--- src/rtl/cc_psr_condition_codes_pkg.sv ---
// Shared definitions for the PSR condition-code stage: bus widths, SPARC branch
// condition encodings and PSR image bit positions.
package cc_psr_condition_codes_pkg;

    localparam int DATAWIDTH_BUS  = 32;
    localparam int DATAWIDTH_COND = 4;

    localparam int PSR_N_BIT    = 23;
    localparam int PSR_Z_BIT    = 22;
    localparam int PSR_V_BIT    = 21;
    localparam int PSR_C_BIT    = 20;
    localparam int PSR_SVOV_BIT = 0;

    localparam logic [DATAWIDTH_COND-1:0] BN   = 4'h0;
    localparam logic [DATAWIDTH_COND-1:0] BE   = 4'h1;
    localparam logic [DATAWIDTH_COND-1:0] BLE  = 4'h2;
    localparam logic [DATAWIDTH_COND-1:0] BL   = 4'h3;
    localparam logic [DATAWIDTH_COND-1:0] BLEU = 4'h4;
    localparam logic [DATAWIDTH_COND-1:0] BCS  = 4'h5;
    localparam logic [DATAWIDTH_COND-1:0] BNEG = 4'h6;
    localparam logic [DATAWIDTH_COND-1:0] BVS  = 4'h7;
    localparam logic [DATAWIDTH_COND-1:0] BA   = 4'h8;
    localparam logic [DATAWIDTH_COND-1:0] BNE  = 4'h9;
    localparam logic [DATAWIDTH_COND-1:0] BG   = 4'hA;
    localparam logic [DATAWIDTH_COND-1:0] BGE  = 4'hB;
    localparam logic [DATAWIDTH_COND-1:0] BGU  = 4'hC;
    localparam logic [DATAWIDTH_COND-1:0] BCC  = 4'hD;
    localparam logic [DATAWIDTH_COND-1:0] BPOS = 4'hE;
    localparam logic [DATAWIDTH_COND-1:0] BVC  = 4'hF;

    typedef struct packed {
        logic n;
        logic z;
        logic v;
        logic c;
    } icc_t;

    function automatic logic [DATAWIDTH_BUS-1:0] psr_image(input icc_t icc, input logic sticky);
        logic [DATAWIDTH_BUS-1:0] img;
        img               = '0;
        img[PSR_N_BIT]    = icc.n;
        img[PSR_Z_BIT]    = icc.z;
        img[PSR_V_BIT]    = icc.v;
        img[PSR_C_BIT]    = icc.c;
        img[PSR_SVOV_BIT] = sticky;
        return img;
    endfunction

endpackage

--- src/rtl/cc_psr_condition_codes_if.sv ---
// ALU/microcode-facing signal bundle for the PSR stage. The master side drives
// flags and strobes; the slave side (the PSR block) returns the image and branch result.
interface cc_psr_condition_codes_if;
    import cc_psr_condition_codes_pkg::*;

    logic                      CC_PSR_negative_InLow;
    logic                      CC_PSR_zero_InLow;
    logic                      CC_PSR_overflow_InLow;
    logic                      CC_PSR_carry_InLow;
    logic                      CC_PSR_setCC_InHigh;
    logic                      CC_PSR_load_InHigh;
    logic                      CC_PSR_write_InHigh;
    logic [DATAWIDTH_BUS-1:0]  CC_PSR_data_InBUS;
    logic [DATAWIDTH_COND-1:0] CC_PSR_cond_InBUS;
    logic [DATAWIDTH_BUS-1:0]  CC_PSR_data_OutBUS;
    logic [3:0]                CC_PSR_icc_OutBUS;
    logic                      CC_PSR_branchTaken_OutHigh;
    logic                      CC_PSR_updated_OutHigh;

    modport master (
        output CC_PSR_negative_InLow, CC_PSR_zero_InLow, CC_PSR_overflow_InLow,
               CC_PSR_carry_InLow, CC_PSR_setCC_InHigh, CC_PSR_load_InHigh,
               CC_PSR_write_InHigh, CC_PSR_data_InBUS, CC_PSR_cond_InBUS,
        input  CC_PSR_data_OutBUS, CC_PSR_icc_OutBUS, CC_PSR_branchTaken_OutHigh,
               CC_PSR_updated_OutHigh
    );

    modport slave (
        input  CC_PSR_negative_InLow, CC_PSR_zero_InLow, CC_PSR_overflow_InLow,
               CC_PSR_carry_InLow, CC_PSR_setCC_InHigh, CC_PSR_load_InHigh,
               CC_PSR_write_InHigh, CC_PSR_data_InBUS, CC_PSR_cond_InBUS,
        output CC_PSR_data_OutBUS, CC_PSR_icc_OutBUS, CC_PSR_branchTaken_OutHigh,
               CC_PSR_updated_OutHigh
    );

endinterface

--- src/rtl/cc_branch_condition_eval.sv ---
// Purely combinational SPARC integer branch-condition evaluator; shared with
// the PC-select logic so both agree on what "taken" means.
module cc_branch_condition_eval
    import cc_psr_condition_codes_pkg::*;
(
    input  icc_t                      icc,
    input  logic [DATAWIDTH_COND-1:0] cond,
    output logic                      taken
);

    logic n_xor_v;

    always_comb begin
        n_xor_v = icc.n ^ icc.v;
        taken   = 1'b0;
        case (cond)
            BN:      taken = 1'b0;
            BE:      taken = icc.z;
            BLE:     taken = icc.z | n_xor_v;
            BL:      taken = n_xor_v;
            BLEU:    taken = icc.c | icc.z;
            BCS:     taken = icc.c;
            BNEG:    taken = icc.n;
            BVS:     taken = icc.v;
            BA:      taken = 1'b1;
            BNE:     taken = ~icc.z;
            BG:      taken = ~(icc.z | n_xor_v);
            BGE:     taken = ~n_xor_v;
            BGU:     taken = ~(icc.c | icc.z);
            BCC:     taken = ~icc.c;
            BPOS:    taken = ~icc.n;
            BVC:     taken = ~icc.v;
            default: taken = 1'b0;
        endcase
    end

endmodule

--- src/rtl/cc_psr_condition_codes.sv ---
// PSR condition-code register: captures inverted ALU flags on committed cc ops,
// accepts direct bus writes, and drives the PSR image and branch decision.
module cc_psr_condition_codes
    import cc_psr_condition_codes_pkg::*;
(
    input  logic                     CC_PSR_CLOCK_50,
    input  logic                     CC_PSR_RESET_InLow,
    cc_psr_condition_codes_if.slave  psr_bus
);

    icc_t icc_q, icc_d;
    logic sticky_q, sticky_d;
    logic updated_q, updated_d;
    logic cc_load;
    logic unused_data_bits;

    assign cc_load = psr_bus.CC_PSR_load_InHigh & psr_bus.CC_PSR_setCC_InHigh;

    // A bus write outranks an ALU capture; the ALU flags are simply dropped then.
    always_comb begin
        icc_d     = icc_q;
        sticky_d  = sticky_q;
        updated_d = psr_bus.CC_PSR_write_InHigh | cc_load;
        if (psr_bus.CC_PSR_write_InHigh) begin
            icc_d    = icc_t'(psr_bus.CC_PSR_data_InBUS[PSR_N_BIT:PSR_C_BIT]);
            sticky_d = psr_bus.CC_PSR_data_InBUS[PSR_SVOV_BIT];
        end else if (cc_load) begin
            icc_d    = icc_t'(~{psr_bus.CC_PSR_negative_InLow, psr_bus.CC_PSR_zero_InLow,
                                psr_bus.CC_PSR_overflow_InLow, psr_bus.CC_PSR_carry_InLow});
            sticky_d = sticky_q | ~psr_bus.CC_PSR_overflow_InLow;
        end
    end

    always_ff @(posedge CC_PSR_CLOCK_50 or negedge CC_PSR_RESET_InLow) begin
        if (!CC_PSR_RESET_InLow) begin
            icc_q     <= '0;
            sticky_q  <= 1'b0;
            updated_q <= 1'b0;
        end else begin
            icc_q     <= icc_d;
            sticky_q  <= sticky_d;
            updated_q <= updated_d;
        end
    end

    // Branches look only at the stored flags, never at the flags arriving this cycle.
    cc_branch_condition_eval u_branch_eval (
        .icc   (icc_q),
        .cond  (psr_bus.CC_PSR_cond_InBUS),
        .taken (psr_bus.CC_PSR_branchTaken_OutHigh)
    );

    assign psr_bus.CC_PSR_data_OutBUS     = psr_image(icc_q, sticky_q);
    assign psr_bus.CC_PSR_icc_OutBUS      = icc_q;
    assign psr_bus.CC_PSR_updated_OutHigh = updated_q;

    assign unused_data_bits = ^{psr_bus.CC_PSR_data_InBUS[DATAWIDTH_BUS-1:PSR_N_BIT+1],
                                psr_bus.CC_PSR_data_InBUS[PSR_C_BIT-1:PSR_SVOV_BIT+1]};

endmodule

--- src/flat_wrapper.sv ---
// flat-port wrapper written by rule: the top's interface ports become plain ports
module cc_psr_condition_codes_flat import cc_psr_condition_codes_pkg::*;
  (CC_PSR_CLOCK_50, CC_PSR_RESET_InLow, psr_bus_CC_PSR_negative_InLow, psr_bus_CC_PSR_zero_InLow, psr_bus_CC_PSR_overflow_InLow, psr_bus_CC_PSR_carry_InLow, psr_bus_CC_PSR_setCC_InHigh, psr_bus_CC_PSR_load_InHigh, psr_bus_CC_PSR_write_InHigh, psr_bus_CC_PSR_data_InBUS, psr_bus_CC_PSR_cond_InBUS, psr_bus_CC_PSR_data_OutBUS, psr_bus_CC_PSR_icc_OutBUS, psr_bus_CC_PSR_branchTaken_OutHigh, psr_bus_CC_PSR_updated_OutHigh);
  cc_psr_condition_codes_if psr_bus_i ();
  input  logic CC_PSR_CLOCK_50;
  input  logic CC_PSR_RESET_InLow;
  input wire logic [$bits(psr_bus_i.CC_PSR_negative_InLow)-1:0] psr_bus_CC_PSR_negative_InLow;
  input wire logic [$bits(psr_bus_i.CC_PSR_zero_InLow)-1:0] psr_bus_CC_PSR_zero_InLow;
  input wire logic [$bits(psr_bus_i.CC_PSR_overflow_InLow)-1:0] psr_bus_CC_PSR_overflow_InLow;
  input wire logic [$bits(psr_bus_i.CC_PSR_carry_InLow)-1:0] psr_bus_CC_PSR_carry_InLow;
  input wire logic [$bits(psr_bus_i.CC_PSR_setCC_InHigh)-1:0] psr_bus_CC_PSR_setCC_InHigh;
  input wire logic [$bits(psr_bus_i.CC_PSR_load_InHigh)-1:0] psr_bus_CC_PSR_load_InHigh;
  input wire logic [$bits(psr_bus_i.CC_PSR_write_InHigh)-1:0] psr_bus_CC_PSR_write_InHigh;
  input wire logic [$bits(psr_bus_i.CC_PSR_data_InBUS)-1:0] psr_bus_CC_PSR_data_InBUS;
  input wire logic [$bits(psr_bus_i.CC_PSR_cond_InBUS)-1:0] psr_bus_CC_PSR_cond_InBUS;
  output wire logic [$bits(psr_bus_i.CC_PSR_data_OutBUS)-1:0] psr_bus_CC_PSR_data_OutBUS;
  output wire logic [$bits(psr_bus_i.CC_PSR_icc_OutBUS)-1:0] psr_bus_CC_PSR_icc_OutBUS;
  output wire logic [$bits(psr_bus_i.CC_PSR_branchTaken_OutHigh)-1:0] psr_bus_CC_PSR_branchTaken_OutHigh;
  output wire logic [$bits(psr_bus_i.CC_PSR_updated_OutHigh)-1:0] psr_bus_CC_PSR_updated_OutHigh;
  assign psr_bus_i.CC_PSR_negative_InLow = psr_bus_CC_PSR_negative_InLow;
  assign psr_bus_i.CC_PSR_zero_InLow = psr_bus_CC_PSR_zero_InLow;
  assign psr_bus_i.CC_PSR_overflow_InLow = psr_bus_CC_PSR_overflow_InLow;
  assign psr_bus_i.CC_PSR_carry_InLow = psr_bus_CC_PSR_carry_InLow;
  assign psr_bus_i.CC_PSR_setCC_InHigh = psr_bus_CC_PSR_setCC_InHigh;
  assign psr_bus_i.CC_PSR_load_InHigh = psr_bus_CC_PSR_load_InHigh;
  assign psr_bus_i.CC_PSR_write_InHigh = psr_bus_CC_PSR_write_InHigh;
  assign psr_bus_i.CC_PSR_data_InBUS = psr_bus_CC_PSR_data_InBUS;
  assign psr_bus_i.CC_PSR_cond_InBUS = psr_bus_CC_PSR_cond_InBUS;
  assign psr_bus_CC_PSR_data_OutBUS = psr_bus_i.CC_PSR_data_OutBUS;
  assign psr_bus_CC_PSR_icc_OutBUS = psr_bus_i.CC_PSR_icc_OutBUS;
  assign psr_bus_CC_PSR_branchTaken_OutHigh = psr_bus_i.CC_PSR_branchTaken_OutHigh;
  assign psr_bus_CC_PSR_updated_OutHigh = psr_bus_i.CC_PSR_updated_OutHigh;
  cc_psr_condition_codes u_core (.CC_PSR_CLOCK_50(CC_PSR_CLOCK_50), .CC_PSR_RESET_InLow(CC_PSR_RESET_InLow), .psr_bus(psr_bus_i));
endmodule
--- config.mk ---
export PLATFORM = sky130hd
export DESIGN_NAME = cc_psr_condition_codes_flat
export DESIGN_NICKNAME = d
export VERILOG_FILES = /design/src/rtl/cc_psr_condition_codes_pkg.sv /design/src/rtl/cc_psr_condition_codes_if.sv /design/src/rtl/cc_branch_condition_eval.sv /design/src/rtl/cc_psr_condition_codes.sv /design/src/flat_wrapper.sv
export SDC_FILE = /design/constraint.sdc
export NUM_CORES = 1
export LEC_CHECK = 0
export CAP_MARGIN = 10
export CORE_MARGIN = 1
export CORE_UTILIZATION = 21
export CTS_CLUSTER_SIZE = 10
export DETAILED_ROUTE_END_ITERATION = 16
export PLACE_DENSITY = 0.76
export SYNTH_ARGS = -nofsm -noshare
export SYNTH_HDL_FRONTEND = slang
export SYNTH_SLANG_ARGS = --single-unit
--- constraint.sdc ---
create_clock -name CC_PSR_CLOCK_50 -period 1.55 [get_ports CC_PSR_CLOCK_50]
set_clock_uncertainty 0.15 [all_clocks]
set_input_delay 0.31 -clock CC_PSR_CLOCK_50 [delete_from_list [all_inputs] [get_ports CC_PSR_CLOCK_50]]
set_output_delay 0.31 -clock CC_PSR_CLOCK_50 [all_outputs]
set_load 0.03 [all_outputs]
**Word level (Yosys, flattened, before mapping)**

Cells that the tools add are included.

- Bitwise logic cells: 15
- Reduce and logical (&&, ||, !) cells: 2
- Muxes and demuxes: 5
- Eq/ne operators: 15

Operators by type and width:

| cell | number |
|---|---|
| $eq A4 B4 Y1 const B | 8 |
| $eq A4 B3 Y1 const B | 4 |
| $pmux W1 S16 | 1 |
| $eq A4 B2 Y1 const B | 2 |
| $mux W4 | 2 |
| $not A1 Y1 | 8 |
| $eq A4 B1 Y1 const B | 1 |
| $logic_not A4 Y1 | 1 |
| $not A4 Y4 | 1 |
| $or A1 B1 Y1 | 4 |
| $mux W1 | 2 |
| $reduce_bool A2 Y1 | 1 |
| $and A1 B1 Y1 | 1 |
| $xor A1 B1 Y1 | 1 |

- Output and inout port bits: 38
- Input bits: 45
- Register bits after elaboration: 6
- Logic and storage cells: 43

**Depth between registers and ports, before layout**

Gate-level depths: netlist of run 1.

- Depth in word-level cells: 4
- Depth in mapped cells: 5

**Cells and area by module**

A second synthesis of run 1 with hierarchy kept.

- Cells, all modules: 71
- Area total of the unflattened synthesis: 635.6 µm²

By module, submodules not included:

| module | times used | cells an instance | area each (µm²) | sequential area each (µm²) |
|---|---|---|---|---|
| cc_psr_condition_codes | 1 | 60 | 553.0 | 150.1 |
| cc_branch_condition_eval | 1 | 11 | 82.6 | 0.0 |

**Worst setup path before layout of run 1**

Ideal clock, no wire load.

- Kind: reg-to-output
- Start: register u_core.icc_q (netlist bit u_core.psr_bus.CC_PSR_data_OutBUS[23])
- End: output psr_bus_CC_PSR_branchTaken_OutHigh
- Arrival time: 1.460 ns
- Slack: -0.370 ns
- Path buffers: 0
- Data required time: 1.090 ns
- Stages on the path, launching flop included: 5
- Cell sequence: dfrtp_1 -> mux2i_1 -> o2111ai_1 -> nand2_1 -> xnor2_1

- Cells in the longest elaborated chain, start to end: 4
- Elaborated cells on any way between the ends: 6
- Those cells by class: mux: 1; bitwise: 5

RTL lines:

| element | RTL line | source |
|---|---|---|
| start: declaration | cc_psr_condition_codes.sv:11 | `icc_t icc_q, icc_d;` |
| start signal: assignment | cc_psr_condition_codes.sv:40 | `icc_q <= icc_d;` |
| $xor A1 B1 Y1 | cc_branch_condition_eval.sv:14 | `n_xor_v = icc.n ^ icc.v;` |
| $or A1 B1 Y1 | cc_branch_condition_eval.sv:19, cc_branch_condition_eval.sv:27 |  |
| $not A1 Y1 | cc_branch_condition_eval.sv:27 | `BG: taken = ~(icc.z \| n_xor_v);` |
| $pmux W1 S16 * | cc_branch_condition_eval.sv:16 | `case (cond)` |
| end: declaration | flat_wrapper.sv:18 | `output wire logic [$bits(psr_bus_i.CC_PSR_branchTaken_OutHigh)-1:0] psr_bus_CC_PSR_branchTaken_OutHigh;` |

Every way passes the cells marked *; elsewhere a longest branch is shown, timed or not.

**Worst setup path in the final report of run 1**

Same ends and word-level chain as after synthesis.

==> results.sh, run 1 <==
export IMPL_rsz0062_at_grt="yes"
export IMPL_syn_avg_cell_area_um2=8.053
export IMPL_cts_buffers=3
export IMPL_drt_iter0_markers=7
export IMPL_nets=145
export IMPL_fin_ws_ns=-0.4128
export IMPL_synth_cell_types=16
export IMPL_min_delay_path_class="in2async"
export IMPL_yosys_top_cells_area="buf_4, dfrtp_1, a21oi_1"
export IMPL_critical_path_max_fanout=2
export IMPL_root_buffer="clkbuf_4"
export IMPL_grt_usage_pct=7.875
export IMPL_holdBufCountCts=0
export IMPL_grt_pass1_wl_um=1538
export IMPL_yosysMostFrequentCell="buf_4"
export IMPL_synth_top_area_share_pct=42.01
export IMPL_first_pass_iters=4
export IMPL_wl_per_cell_um=8.836
export IMPL_dr_total_vias=493
export IMPL_timing_fmax_ghz=0.5095
export IMPL_synthArstFlopShare_pct=100.0
export IMPL_hold_viol_final=0
export IMPL_slew_viol_final=0
export IMPL_cts_buffer_depth=2
export IMPL_via_per_inst=3.852
export IMPL_rows=18
export IMPL_synth_warnings=0
export IMPL_clk_latency_ns=0.24
export IMPL_crit_path_end_kind="output port"
export IMPL_post_cts_setup_buffers=0
export IMPL_die_area_um2=2935
export IMPL_cts_tree="built"
export IMPL_die_h_um=54.18
export IMPL_synthTopCellsByCount="buf_4, nor2_1, a21oi_1, dfrtp_1, nand2_1"
export IMPL_grt_pass1_vias=385
export IMPL_synth_edf_count=0
export IMPL_synthCells=71
export IMPL_antenna_found_initial=0
export IMPL_ant_nets=0
export IMPL_yosys_area_top_type="buf_4"
export IMPL_period_share_pct=126.6
export IMPL_cp_arrival_ns=1.50
export IMPL_drive_above_1_share_pct=16.33
export IMPL_start_util_pct=22.67
export IMPL_failed_checks="negative setup slack"
export IMPL_path_clk_slew_ns=0.04
export IMPL_total_power_w=0.0006665
export IMPL_drc=0
export IMPL_status="finished, violations left"
export IMPL_area_growth_pct=39.83
export IMPL_io_pins=83
export IMPL_synth_ff_type="dfrtp_1"
export IMPL_path_class="reg2out"
export IMPL_cellPowerDensity_nw_per_um2=833.6
export IMPL_drt_total_wl_um=1131
export IMPL_post_place_ws_ns=-0.6270
export IMPL_ys_ff_latch=6
export IMPL_required_ns=1.09
export IMPL_worstSetupStartpointType="flip-flop"
export IMPL_dp_cells=125
export IMPL_clock_sinks=6
export IMPL_ys_seq_area_share_pct=26.26
export IMPL_die_width_um=54.18
export IMPL_coreArea_um2=2522
export IMPL_hpwl_um=1002
export IMPL_grt_overflow_total=0
export IMPL_setup_tns_ns=-0.4128
export IMPL_port_buffers=28
export IMPL_synth_area_um2=571.8
export IMPL_antenna_cells=0
export IMPL_cellLeakagePower_nw=0.3914
export IMPL_grt_max_degree=8
export IMPL_maxCapViolCount=0
export IMPL_place_congestion=0.6444
export IMPL_finalWorstPathRequiredPeriod_ns=1.963
export IMPL_setup_violations=1
export IMPL_cts_htree_levels=1
export IMPL_layout_cells_non_filler=128
export IMPL_vdd_drop_max_mv=0.3512
==> stage by stage <==
| stage | utilization, % | instance area, um2 | hold WS, ns |
|---|---|---|---|
| global route | 31.70 | 799.5 | 0.1842 |
| detailed placement | 30.85 | 778.2 | 0.4165 |
| floorplan | - | 693.2 | -0.1356 |
| global placement | 30.85 | 778.2 | 0.3943 |
| CTS | 31.50 | 794.5 | 0.1636 |
| finish | 31.70 | 799.5 | 0.1608 |
==> power breakdown <==
| group | total, W | internal [W] | switching [W] | leakage (nW) |
|---|---|---|---|---|
| combinational | 0.000340 | 0.000122 | 0.000218 | 0.310 |
| sequential | 0.000186 | 0.000174 | 0.0000125 | 0.0673 |
| clock | 0.000140 | 0.0000873 | 0.0000527 | 0.0138 |
| total | 0.000666 | 0.000383 | 0.000283 | 0.391 |
==> path summary, 6_finish.rpt <==
path                                                     startpoint                               endpoint  slack, ns  cells after the start
max                           u_core.psr_bus.CC_PSR_data_OutBUS[23]     psr_bus_CC_PSR_branchTaken_OutHigh      -0.41                      5
min                                              CC_PSR_RESET_InLow                        u_core.sticky_q       0.16                      1
max reg2reg                   u_core.psr_bus.CC_PSR_data_OutBUS[21]  u_core.psr_bus.CC_PSR_data_OutBUS[21]       0.53                      3
min reg2reg                                         u_core.sticky_q                        u_core.sticky_q       0.43                      2
max in group asynchronous                        CC_PSR_RESET_InLow  u_core.psr_bus.CC_PSR_data_OutBUS[23]       0.86                      1
min in group CC_PSR_CLOCK_50                        u_core.sticky_q                        u_core.sticky_q       0.43                      2
==> worst max-delay path, cell delays in order, from the launching register on <==
cell	delay [ns]
dfrtp_2	0.40
xor2_1	0.16
a221o_1	0.33
nand2_2	0.11
xnor2_4	0.12
buf_6	0.14
==> placed cells by master (no fill, tap or decap), types with 2 or more instances in the layout <==
cell	Yosys	routed
a21oi_1	6	6
buf_4	32	8
clkbuf_4	0	3
clkdlybuf4s15_1	0	4
clkdlybuf4s50_1	0	15
conb_1	1	27
dfrtp_1	6	4
dfrtp_2	0	2
dlygate4sd2_1	0	4
mux2i_1	2	2
nand2_1	4	3
nand2b_1	2	2
nor2_1	7	7
o21ai_0	2	2
xor2_1	2	2
==> what timing repair did <==
action	in CTS	in global routing
pin swaps	2	0
cloned	0	0
setup endpoints to repair	7	5
resized for setup	9	4
==> layer usage <==
layer	track usage, %	wire, um
met1	4.841	301
met2	16.46	662
met3	1.412	130
met4	8.974	37
met5	0	0
==> sequential cells by signal, summed over array words and instances, names as in the netlist <==
| name | cells |
|---|---|
| u_core.sticky_q | 1 |
| u_core.psr_bus.CC_PSR_data_OutBUS | 4 |
| u_core.psr_bus.CC_PSR_updated_OutHigh | 1 |
==> cells by family (layout without fill, tap and decap cells) <==
| kind of cell | count (synthesis) | count (layout) | synth area share (%) |
|---|---|---|---|
| flops | 6 | 6 | 26.26 |
| compound gates | 10 | 10 | 10.29 |
| mux | 2 | 2 | 3.501 |
| other cells | 1 | 27 | 0.6558 |
| simple gates | 14 | 14 | 10.28 |
| buf+inv | 35 | 36 | 44.42 |
| xor+xnor | 3 | 3 | 4.596 |
==> cell type report <==
class,instances,area [um2]
clock buffer,3,22.52
fill,271,1723
inverter,1,3.754
multi-input combinational,56,286.5
sequential,6,152.6
tap,30,37.54
timing repair buffer,32,296.5
Note: power is estimated with default switching activity, not from simulation.
==> run 2, diff against run 1 <==
Settings changed: SETUP_SLACK_MARGIN from default to 0.05, SKIP_CTS_REPAIR_TIMING from default to 1.
==> results.sh, run 2 (synthesis gave the netlist of run 1 again) <==
export IMPL_critical_path_max_fanout=2
export IMPL_post_route_util_pct=32.69
export IMPL_place_area_um2=778.2
export IMPL_layout_cells_non_filler=128
export IMPL_start_util_pct=22.67
export IMPL_vdd_drop_max_mv=0.3496
export IMPL_worst_hold_slack_ns=0.1609
export IMPL_crit_path_end_kind="output port"
export IMPL_cellPowerDensity_nw_per_um2=819.1
export IMPL_die_width_um=54.18
export IMPL_via_per_inst=3.844
export IMPL_final_cell_mix="conb_1, clkdlybuf4s50_1, dlymetal6s2s_1, buf_4, nor2_1"
export IMPL_final_common_cell="conb_1"
export IMPL_grt_pass1_vias=387
export IMPL_root_buffer="clkbuf_4"
export IMPL_fin_area_um2=824.5
export IMPL_setup_tns_ns=-0.4215
export IMPL_die_area_um2=2935
export IMPL_antenna_cells=0
export IMPL_grt_usage_pct=7.875
export IMPL_grt_overflow_total=0
export IMPL_cts_tree="built"
export IMPL_worstSetupStartpointType="flip-flop"
export IMPL_period_share_pct=127.2
export IMPL_path_clk_slew_ns=0.04
export IMPL_failed_checks="negative setup slack"
export IMPL_drt_total_wl_um=1170
export IMPL_grt_pass1_wl_um=1538
export IMPL_cts_buffers=3
export IMPL_antenna_found_initial=0
export IMPL_drc=0
export IMPL_area_growth_pct=44.20
export IMPL_coreArea_um2=2522
export IMPL_largest_register_ffs=4
export IMPL_place_congestion=0.6444
export IMPL_cp_arrival_ns=1.51
export IMPL_cts_buffer_depth=2
export IMPL_wl_per_cell_um=9.141
export IMPL_port_buffers=28
export IMPL_setup_violations=1
export IMPL_io_pins=83
export IMPL_slew_viol_final=0
export IMPL_clock_sinks=6
export IMPL_dp_cells=125
export IMPL_path_cells="xor2_1 -> a221o_1 -> nand2_2 -> xnor2_4 -> buf_6"
export IMPL_cellLeakagePower_nw=0.4519
export IMPL_fin_ws_ns=-0.4215
export IMPL_clk_latency_ns=0.24
export IMPL_required_ns=1.09
export IMPL_dr_total_vias=492
export IMPL_slowest_stage="dfrtp_2"
export IMPL_die_h_um=54.18
export IMPL_nets=145
export IMPL_rsz0062_at_grt="yes"
export IMPL_ant_nets=0
export IMPL_rows=18
export IMPL_cts_htree_levels=1
export IMPL_maxCapViolCount=0
export IMPL_drive_above_1_share_pct=16.33
export IMPL_status="finished, violations left"
export IMPL_path_class="reg2out"
export IMPL_min_delay_path_class="in2async"
export IMPL_finalWorstPathRequiredPeriod_ns=1.972
export IMPL_timing_fmax_ghz=0.5072
export IMPL_cp_slowest_stage_delay_ns=0.40
export IMPL_hpwl_um=1002
export IMPL_hold_viol_final=0
export IMPL_first_pass_iters=4
export IMPL_drt_iter0_markers=8
export IMPL_grt_max_degree=8
==> run 2: final timing paths <==
path / depth (start not counted) / endpoint / from / slack, ns
max: 5 / psr_bus_CC_PSR_branchTaken_OutHigh / u_core.psr_bus.CC_PSR_data_OutBUS[23] / -0.42
min: 1 / u_core.sticky_q / CC_PSR_RESET_InLow / 0.16
max reg2reg: 3 / u_core.psr_bus.CC_PSR_data_OutBUS[21] / u_core.psr_bus.CC_PSR_data_OutBUS[21] / 0.53
min reg2reg: 2 / u_core.sticky_q / u_core.sticky_q / 0.43
max in group asynchronous: 1 / u_core.psr_bus.CC_PSR_data_OutBUS[23] / CC_PSR_RESET_InLow / 0.86
min in group CC_PSR_CLOCK_50: 2 / u_core.sticky_q / u_core.sticky_q / 0.43
==> run 2: final cells by class <==
| cell class | count | area, um2 |
|---|---|---|
| Fill cell | 268 | 1698 |
| Timing Repair Buffer | 32 | 321.6 |
| Multi-Input combinational cell | 56 | 286.5 |
| Sequential cell | 6 | 152.6 |
| Tap cell | 30 | 37.54 |
| Clock buffer | 3 | 22.52 |
| Inverter | 1 | 3.754 |
==> run 2: report_power, final <==
part	total, W	switching (W)	internal (W)
Sequential	0.000186	0.0000119	0.000174
Clock	0.000140	0.0000528	0.0000873
Combinational	0.000349	0.000219	0.000130
==> run 2: critical path: cells and delay by family, from the launching register on <==
family	cells	cell delay, ns
xor gates and xnor gates	2	0.28
AOI/OAI and AO/OA	1	0.33
buffers and inverters	1	0.14
and+or+nand+nor	1	0.12
DFF	1	0.40
==> run 2: layer usage <==
metal / global-route usage [%] / wire length, um / up-vias
met4: 8.974 / 37 / 0
met5: 0 / 0 / -
met2: 16.46 / 679 / 35
li1: - / - / 224
met3: 1.412 / 134 / 4
met1: 4.841 / 319 / 229
==> run 2: per-stage QoR <==
stage	power (W)	setup WS (ns)
final	0.0006754	-0.4215
after global routing	0.0007148	-0.4676
after CTS	0.0006801	-0.6345
after detailed placement	0.0005379	-0.6270
after global placement	0.0005310	-0.5832
after floorplan	0.0004801	-0.1735
